File: src/rtl/bg_mon_pkg.sv
// Shared types, widths and helpers for the bandgap trim-code monitor.
package bg_mon_pkg;

    localparam int unsigned CODE_W    = 16;
    localparam int unsigned CAP_CNT_W = 8;
    localparam int unsigned MATCH_W   = 4;   // holds LOCK_COUNT up to 15

    typedef enum logic {
        RD_IDLE,
        RD_SHIFT
    } rd_state_t;

    // Controller trim code as captured: coarse in the upper byte.
    typedef struct packed {
        logic [7:0] coarse;
        logic [7:0] fine;
    } trim_code_t;

    // Unsigned |a - b| with one extra bit so no difference can overflow.
    function automatic logic [CODE_W:0] code_absdiff(input logic [CODE_W-1:0] a,
                                                     input logic [CODE_W-1:0] b);
        logic [CODE_W:0] ea;
        logic [CODE_W:0] eb;
        ea = {1'b0, a};
        eb = {1'b0, b};
        return (ea >= eb) ? (ea - eb) : (eb - ea);
    endfunction

endpackage

File: src/rtl/bg_mon_shift.sv
// 16-bit load/shift serializer for the code readout port.
// Ports: clk, reset (async, active-high), rd_req (start pulse),
//        load_data (word captured on an accepted rd_req),
//        rd_busy / sdo_en (transfer in progress), sdo (serial data, MSB first).
module bg_mon_shift
    import bg_mon_pkg::*;
(
    input  logic              clk,
    input  logic              reset,
    input  logic              rd_req,
    input  logic [CODE_W-1:0] load_data,
    output logic              rd_busy,
    output logic              sdo,
    output logic              sdo_en
);

    rd_state_t         state;
    logic [CODE_W-1:0] shreg;
    logic [3:0]        bit_cnt;

    // Outputs are registered from the shift state, so they trail the state by one edge.
    always_ff @(posedge clk or posedge reset) begin
        if (reset) begin
            state   <= RD_IDLE;
            shreg   <= '0;
            bit_cnt <= '0;
            rd_busy <= 1'b0;
            sdo     <= 1'b0;
            sdo_en  <= 1'b0;
        end else begin
            case (state)
                RD_IDLE: begin
                    rd_busy <= 1'b0;
                    sdo     <= 1'b0;
                    sdo_en  <= 1'b0;
                    if (rd_req) begin
                        shreg   <= load_data;
                        bit_cnt <= 4'd15;
                        state   <= RD_SHIFT;
                    end
                end
                RD_SHIFT: begin
                    rd_busy <= 1'b1;
                    sdo     <= shreg[CODE_W-1];
                    sdo_en  <= 1'b1;
                    shreg   <= {shreg[CODE_W-2:0], 1'b0};
                    if (bit_cnt == 4'd0) begin
                        state <= RD_IDLE;
                    end else begin
                        bit_cnt <= bit_cnt - 4'd1;
                    end
                end
                default: state <= RD_IDLE;
            endcase
        end
    end

endmodule

File: src/rtl/bg_code_monitor.sv
// Bandgap trim-code monitor: captures {coarse, fine} on each valid rising edge,
// declares lock after LOCK_COUNT consecutive in-tolerance captures, flags lost
// lock and a stalled controller, and serializes the latest code on request.
// Ports: clk, reset (async, active-high), valid, code_coarse, code_fine,
//        clr (clears sticky flags), rd_req (start readout),
//        code_q, capture_cnt, locked, lost_lock, timeout, sdo, sdo_en, rd_busy.
module bg_code_monitor
    import bg_mon_pkg::*;
#(
    parameter int unsigned LOCK_COUNT     = 4,
    parameter int unsigned TOL            = 1,
    parameter int unsigned TIMEOUT_CYCLES = 4096
) (
    input  logic                 clk,
    input  logic                 reset,
    input  logic                 valid,
    input  logic [7:0]           code_coarse,
    input  logic [7:0]           code_fine,
    input  logic                 clr,
    input  logic                 rd_req,
    output logic [CODE_W-1:0]    code_q,
    output logic [CAP_CNT_W-1:0] capture_cnt,
    output logic                 locked,
    output logic                 lost_lock,
    output logic                 timeout,
    output logic                 sdo,
    output logic                 sdo_en,
    output logic                 rd_busy
);

    localparam int unsigned TO_W = (TIMEOUT_CYCLES > 2) ? $clog2(TIMEOUT_CYCLES) : 1;
    localparam logic [TO_W-1:0]    TO_MAX = TO_W'(TIMEOUT_CYCLES - 1);
    localparam logic [TO_W-1:0]    TO_PRE = TO_W'(TIMEOUT_CYCLES - 2);
    localparam logic [MATCH_W-1:0] LOCK_V = MATCH_W'(LOCK_COUNT);
    localparam logic [CODE_W:0]    TOL_V  = (CODE_W + 1)'(TOL);

    logic               valid_d;
    logic               have_prev;
    logic [MATCH_W-1:0] match_cnt;
    logic [TO_W-1:0]    to_cnt;

    trim_code_t         new_code;
    logic               cap;
    logic               is_match;
    logic               mismatch;
    logic [MATCH_W-1:0] match_nxt;
    logic               to_set;
    logic               ll_set;

    assign new_code  = {code_coarse, code_fine};
    assign cap       = valid & ~valid_d;
    assign is_match  = code_absdiff(new_code, code_q) <= TOL_V;
    assign mismatch  = cap & have_prev & ~is_match;
    assign match_nxt = (match_cnt == LOCK_V) ? LOCK_V : match_cnt + 4'd1;
    // Timeout fires once, on the edge the counter reaches its saturation value.
    assign to_set    = ~cap & (to_cnt == TO_PRE);
    assign ll_set    = locked & (mismatch | to_set);

    // Capture, match/lock tracking and stall detection.
    always_ff @(posedge clk or posedge reset) begin
        if (reset) begin
            valid_d     <= 1'b0;
            have_prev   <= 1'b0;
            match_cnt   <= '0;
            to_cnt      <= '0;
            code_q      <= '0;
            capture_cnt <= '0;
            locked      <= 1'b0;
            lost_lock   <= 1'b0;
            timeout     <= 1'b0;
        end else begin
            valid_d <= valid;
            if (cap) begin
                code_q      <= new_code;
                capture_cnt <= capture_cnt + 8'd1;
                have_prev   <= 1'b1;
                to_cnt      <= '0;
                if (!have_prev) begin
                    match_cnt <= '0;
                end else if (is_match) begin
                    match_cnt <= match_nxt;
                    locked    <= (match_nxt == LOCK_V);
                end else begin
                    match_cnt <= '0;
                    locked    <= 1'b0;
                end
            end else if (to_cnt != TO_MAX) begin
                to_cnt <= to_cnt + TO_W'(1);
                if (to_set) begin
                    match_cnt <= '0;
                    locked    <= 1'b0;
                end
            end
            // Sticky flags: a set event on the same edge as clr wins.
            timeout   <= to_set | (timeout & ~clr);
            lost_lock <= ll_set | (lost_lock & ~clr);
        end
    end

    // Readout samples code_q before any same-edge capture updates it.
    bg_mon_shift u_shift (
        .clk       (clk),
        .reset     (reset),
        .rd_req    (rd_req),
        .load_data (code_q),
        .rd_busy   (rd_busy),
        .sdo       (sdo),
        .sdo_en    (sdo_en)
    );

endmodule

File: config.mk
export PLATFORM = sky130hd
export DESIGN_NAME = bg_code_monitor
export DESIGN_NICKNAME = d
export VERILOG_FILES = /design/src/rtl/bg_mon_pkg.sv /design/src/rtl/bg_mon_shift.sv /design/src/rtl/bg_code_monitor.sv
export SDC_FILE = /design/constraint.sdc
export NUM_CORES = 1
export LEC_CHECK = 0
export CAP_MARGIN = 40
export CORE_AREA = 3 3 94 96
export DETAILED_ROUTE_END_ITERATION = 10
export DIE_AREA = 0 0 97 99
export GPL_TIMING_DRIVEN = 0
export PLACE_DENSITY = 0.84
export REMOVE_ABC_BUFFERS = 1
export SYNTH_ARGS = -nofsm -noshare
export SYNTH_HDL_FRONTEND = slang
export SYNTH_SLANG_ARGS = --single-unit
File: constraint.sdc
create_clock -name clk -period 5.85 [get_ports clk]
set_input_delay 1.4625 -clock clk [delete_from_list [all_inputs] [get_ports clk]]
set_output_delay 1.4625 -clock clk [all_outputs]
set_load 0.05 [all_outputs]
==> flow_metrics.tcl, run 1 <==
set metrics [dict create \
    min_from "u_shift.shreg[8]" \
    yosys.cell_types.count 69 \
    slew_headroom_pct 56.7 \
    synth_seq_cells 68 \
    pre_cts_slack_ns 0.444 \
    portBuffers 50 \
    wl_per_cell_um 16.8 \
    wl_um 12100 \
    ys_seq_area_share_pct 34.2 \
    grt_setup_unrepaired "no" \
    hold_class "flop to flop" \
    fin_nets 675 \
    ir_worst_vdd_mv 0.369 \
    crit_type "primary input to flop" \
    via_per_inst 6.05 \
    status "completed" \
    skew_ns 0.00792 \
    rows 33 \
    path_max_fanout 18 \
    r2r_cells 10 \
    cts_tree "built" \
    antenna_left 0 \
    finalHoldViolCount 0 \
    firstDrtPassIters 5 \
    fill_cells 613 \
    post_cts_buffers 0 \
    drc 0 \
    r2r_end "match_cnt[0]" \
    yosys_most_used_dff "dfrtp_1" \
    cts_max_path_buffers 2 \
    n_antenna_cell 0 \
    clk-insertion-delay-late_ns 0.34 \
    grt_util_all_layers_pct 26.3 \
    routabilityCongestion 0.886 \
    gr-total-overflow 0 \
    dieArea_mm2 0.00960 \
    min_period_ns 5.09 \
    vias 4372 \
    post_cts_resized 0 \
    ios 51 \
    drt_iter0_drc 280 \
    tightest_slew_ns 0.633 \
    startpoint_type "primary input" \
    area_growth_pct 16.2 \
    fp.dieW_um 97 \
    fin_crit_sh_pct 86.9 \
    grt_pass1_wl_um 20900 \
    dieHeight_um 99 \
    setup-violations-final 0 \
    hold_path_end "u_shift.shreg[9]" \
    cts_buffers 9 \
    hold_ws_ns 0.487 \
    synthesis.yosys.warnings 0 \
    async_flop_share_pct 100 \
    max_freq_mhz 197 \
    final_cell_mix "dfrtp_1, nand2_1, o21ai_0" \
    syn_area_per_cell_um2 8.66 \
    rrSetupSlack_ns 2.01 \
    start_util_pct 61.1 \
    cap_viol_max_count 0 \
    cts_root_buffer "clkbuf_8" \
    slew_viol_final 0 \
    final_common_cell "dfrtp_1" \
    p_leak_uw 0.00263 \
    grt_pass1_vias 4292 \
    r2r-start "code_q[5]" \
    antenna_found_initial 0 \
    cellPowerDensity_mw_per_mm2 327 \
    clock-sinks 68 \
    required_ns 6.12 \
    grt_max_degree 42 \
    hpwl_um 9030 \
    clkTransAtPathRegs_ns 0.08 \
    holdPathStages 2 \
    netlist_area_mm2 0.00497 \
    drive_gt1_share_pct 6.15 \
    htree_num_levels 3 \
    crit_path_end_kind "flop" \
    crit_arrival_ns 5.35 \
    setup_ws_ns 0.764 \
    hold_buffers 0 \
    fp.coreArea_mm2 0.00813 \
    syn_inst 574 \
    synth_edf_count 0 \
]
-- worst max-delay path: stages --
cell and delay (ns):
clkdlybuf4s50_1 0.51, inv_1 0.06, ha_1 0.63, nand3_1 0.25, a211oi_4 0.33, nor4_4 0.11, o21ai_2 0.46, mux2_2 0.41
or4_1 0.44, a22oi_2 0.29, nand4_1 0.23, o22ai_1 0.18
-- worst max-delay path by stage --
stage | from | to | slack [ns]
5_1_grt | code_fine[5] | match_cnt[1] | 0.47
4_1_cts | code_fine[5] | match_cnt[0] | 0.82
3_3_place_gp | valid | match_cnt[3] | -0.09
2_1_floorplan | code_fine[2] | lost_lock | 1.48
3_5_place_dp | code_fine[5] | match_cnt[0] | 0.44
6_report | code_fine[5] | match_cnt[0] | 0.76
-- cells by family after synthesis --
| kind of cell | count (synthesis) | synth area share (%) |
|---|---|---|
| adder cells (fa/ha/maj) | 41 | 10.6 |
| AO/OA/AOI/OAI | 162 | 21.3 |
| XOR/XNOR | 24 | 4.23 |
| buffers and inverters | 75 | 6.27 |
| multiplexers | 24 | 4.98 |
| AND/OR/NAND/NOR | 180 | 18.3 |
| flip-flops | 68 | 34.2 |
-- synthesized netlist by cell type, types with 3 or more instances --
library cell  instances  share of area, %
a211oi_1             10               1.5
a21boi_0              3              0.45
a21o_1               10               1.5
a21oi_1              32               3.2
and3_1                9               1.1
and4_1                3              0.53
buf_2                 6              0.60
buf_4                 4              0.60
clkbuf_1             13              0.98
dfrtp_1              68                34
ha_1                 39               9.8
inv_1                49               3.7
mux2i_1              21               4.2
nand2_1              57               4.3
nand2b_1              5              0.63
nand3_1              11               1.1
nand4_1              11               1.4
nor2_1               39               2.9
nor2b_1               9               1.1
nor3_1               12               1.2
nor3b_1               3              0.45
o211ai_1              8               1.2
o21a_1                3              0.45
o21ai_0              52               5.2
o21ai_1               4              0.40
o221ai_1              3              0.53
o22ai_1               3              0.38
o31ai_1               5              0.76
or3_1                 5              0.63
xnor2_1               8               1.4
xor2_1               16               2.8
-- registers in the layout, indices dropped and copies added, names as in the netlist, 4 cells and up --
register,flops
u_shift.shreg,16
code_q,16
match_cnt,4
capture_cnt,8
u_shift.bit_cnt,4
to_cnt,12
-- routing by layer --
metal,global-route usage (%),share of wire [%]
met2,42.8,47
met5,0,0
met1,36.7,46
met3,4.81,6.1
met4,6.37,0.98
-- metrics by stage --
step	instances	power, µW	TNS, ns	util [%]	area, µm²
after floorplan	548	1230	0	-	4840
after global placement	703	1440	-0.0876	67.3	5470
after detailed placement	707	1490	0	68.5	5570
after CTS	723	1890	0	71.0	5770
after global routing	723	2010	0	71.0	5770
final	723	1890	0	71.0	5770
-- power by group --
part           internal (µW)  total, µW  switching, µW
Clock                    198        395            196
Combinational            315        827            511
Sequential               572        669           97.1
Total                   1090       1890            805
-- final cells by class --
type,instances,area [µm²],share of cell area [%]
flip-flops and latches,68,1700,29.5
repair buffers,54,591,10.2
well taps,105,131,2.28
inverters,49,186,3.23
multi-input cells,431,2960,51.3
clock inverters,7,75.1,1.30
clock buffers,9,124,2.15
No activity file was read; power rests on OpenSTA's default activity.
==> inputs of run 2 (changes only) <==
--- a/config.mk
+++ b/config.mk
@@ -6,11 +6,13 @@
 export NUM_CORES = 1
 export LEC_CHECK = 0
 export CAP_MARGIN = 40
-export CORE_AREA = 3 3 94 96
+export CELL_PAD_IN_SITES_DETAIL_PLACEMENT = 1
+export CELL_PAD_IN_SITES_GLOBAL_PLACEMENT = 2
+export CORE_AREA = 3 3 119 121
 export DETAILED_ROUTE_END_ITERATION = 10
-export DIE_AREA = 0 0 97 99
+export DIE_AREA = 0 0 122 124
 export GPL_TIMING_DRIVEN = 0
-export PLACE_DENSITY = 0.84
+export PLACE_DENSITY_LB_ADDON = 0.1
 export REMOVE_ABC_BUFFERS = 1
 export SYNTH_ARGS = -nofsm -noshare
 export SYNTH_HDL_FRONTEND = slang
==> flow_metrics.tcl, run 2 (same netlist as run 1, synthesis figures left out) <==
set metrics [dict create \
    routabilityCongestion 0.881 \
    n_antenna_cell 0 \
    cts_buffers 9 \
    htree_num_levels 3 \
    tightest_slew_ns 0.640 \
    antenna_left 0 \
    firstDrtPassIters 4 \
    hpwl_um 10600 \
    antenna_found_initial 0 \
    crit_type "primary input to flop" \
    hold_class "flop to flop" \
    area_growth_pct 19.6 \
    post_cts_resized 0 \
    via_per_inst 5.37 \
    wl_um 13600 \
    cts_root_buffer "clkbuf_16" \
    finalSetupTns_ns 0 \
    clkTransAtPathRegs_ns 0.06 \
    placed_area_mm2 0.00564 \
    gr-total-overflow 0 \
    grt_pass1_wl_um 22300 \
    required_ns 6.09 \
    grt_util_all_layers_pct 18.5 \
    cts_tree "built" \
    slew_headroom_pct 56.9 \
    final_cell_mix "dfrtp_1, nand2_1, o21ai_0" \
    worstPathCellList "clkdlybuf4s50_1, inv_1, ha_1, nand3_1, a211oi_4, nor4_4, o21ai_2, mux2_2, or4_1, a22oi_2, nand4_1, o22ai_1" \
    ios 51 \
    crit_path_end_kind "flop" \
    final_common_cell "dfrtp_1" \
    ir_worst_vdd_mv 0.176 \
    cts_max_path_buffers 2 \
    startpoint_type "primary input" \
    fin_nets 675 \
    wl_per_cell_um 17.1 \
    fin_crit_sh_pct 89.7 \
    drc 0 \
    skew_ns 0.00667 \
    top_regs "code_q (16), u_shift.shreg (16), to_cnt (12)" \
    slew_viol_final 0 \
    placed_cells 778 \
    rows 42 \
    dieArea_mm2 0.0151 \
    finalHoldViolCount 0 \
    grt_pass1_vias 4339 \
    cpMaxStageDelayCell "ha_1" \
    cellPowerDensity_mw_per_mm2 343 \
    cap_viol_max_count 0 \
    fill_cells 1544 \
    crit_arrival_ns 5.49 \
    portBuffers 50 \
    grt_setup_unrepaired "no" \
    setup-violations-final 0 \
    clk-insertion-delay-late_ns 0.33 \
    post_cts_buffers 0 \
    fp.coreArea_mm2 0.0132 \
    path_max_fanout 18 \
    fp.dieW_um 122 \
    layout.cells.non_filler 794 \
    p_leak_uw 0.00267 \
    fin_area_mm2 0.00594 \
    min_period_ns 5.25 \
    clock-sinks 68 \
    max_stage_delay_ns 0.66 \
    grt_max_degree 41 \
    start_util_pct 37.7 \
    vias 4267 \
    dieHeight_um 124 \
    hold_buffers 0 \
    status "completed" \
    drt_iter0_drc 190 \
    drive_gt1_share_pct 6.15 \
    max_freq_mhz 191 \
]
run 2: where the power goes:
group | internal, µW | leakage (µW) | switching [µW] | total [µW]
clock network | 332 | 0.000138 | 211 | 542
registers | 573 | 0.000869 | 101 | 674
logic | 310 | 0.00166 | 511 | 821
run 2: path summary, 6_finish.rpt:
path	slack, ns	to	startpoint	cells after the start
min	0.48	u_shift.shreg[9]	u_shift.shreg[8]	2
max	0.60	match_cnt[1]	code_fine[5]	12
max reg2reg	1.87	match_cnt[1]	code_q[5]	10
max in group asynchronous	3.83	code_q[10]	reset	3
min reg2reg	0.48	u_shift.shreg[9]	u_shift.shreg[8]	2
min in group asynchronous	1.47	valid_d	reset	2
run 2: final cells by class:
| cell class | count | area [µm²] | area share (%) |
|---|---|---|---|
| inverters | 49 | 186 | 3.14 |
| clock buffers | 9 | 225 | 3.79 |
| clock inverters | 7 | 75.1 | 1.26 |
| well taps | 176 | 220 | 3.71 |
| multi-input cells | 431 | 2960 | 49.9 |
| repair buffers | 54 | 571 | 9.60 |
| flip-flops and latches | 68 | 1700 | 28.6 |
run 2: layer usage:
layer / GRT usage, % / vias to the layer above / wire length (µm)
met3: 3.72 / 22 / 442
met5: 0 / - / 0
li1: - / 2120 / -
met1: 24.0 / 2055 / 6410
met2: 31.1 / 70 / 6450
met4: 6.02 / 0 / 270
run 2: critical path, delay by kind of cell:
kind,cells,cell delay [ns]
adders and majority gates,1,0.66
muxes,1,0.40
AOI/OAI and AO/OA,4,1.30
and+or+nand+nor,4,1.06
buffers and inverters,2,0.59
run 2: through the flow:
stage                     setup slack, ns  utilization [%]  power (µW)  hold slack (ns)
after floorplan                      1.48                -        1230            0.449
after global placement             -0.486             42.2        1470            0.461
after detailed placement            0.289             42.8        1510            0.473
after CTS                           0.642             45.1        2070            0.490
after global routing                0.380             45.1        2170            0.510
final                               0.603             45.1        2040            0.484
==> inputs of run 3 (changes only) <==
==> constraint.sdc (replaced) <==
create_clock -name clk -period 6.5 [get_ports clk]
set_input_delay 1.625 -clock clk [delete_from_list [all_inputs] [get_ports clk]]
set_output_delay 1.625 -clock clk [all_outputs]
set_load 0.05 [all_outputs]
==> results of run 3 <==
Same layout as run 2 (identical final DEF). Status: completed.
Among the figures that moved: setup slack after placement 0.289 ns -> 0.777 ns; setup slack after layout 0.603 ns -> 1.09 ns; register-to-register setup slack 1.87 ns -> 2.52 ns; total power 2040 µW -> 1830 µW; worst IR drop on VDD 0.176 mV -> 0.158 mV
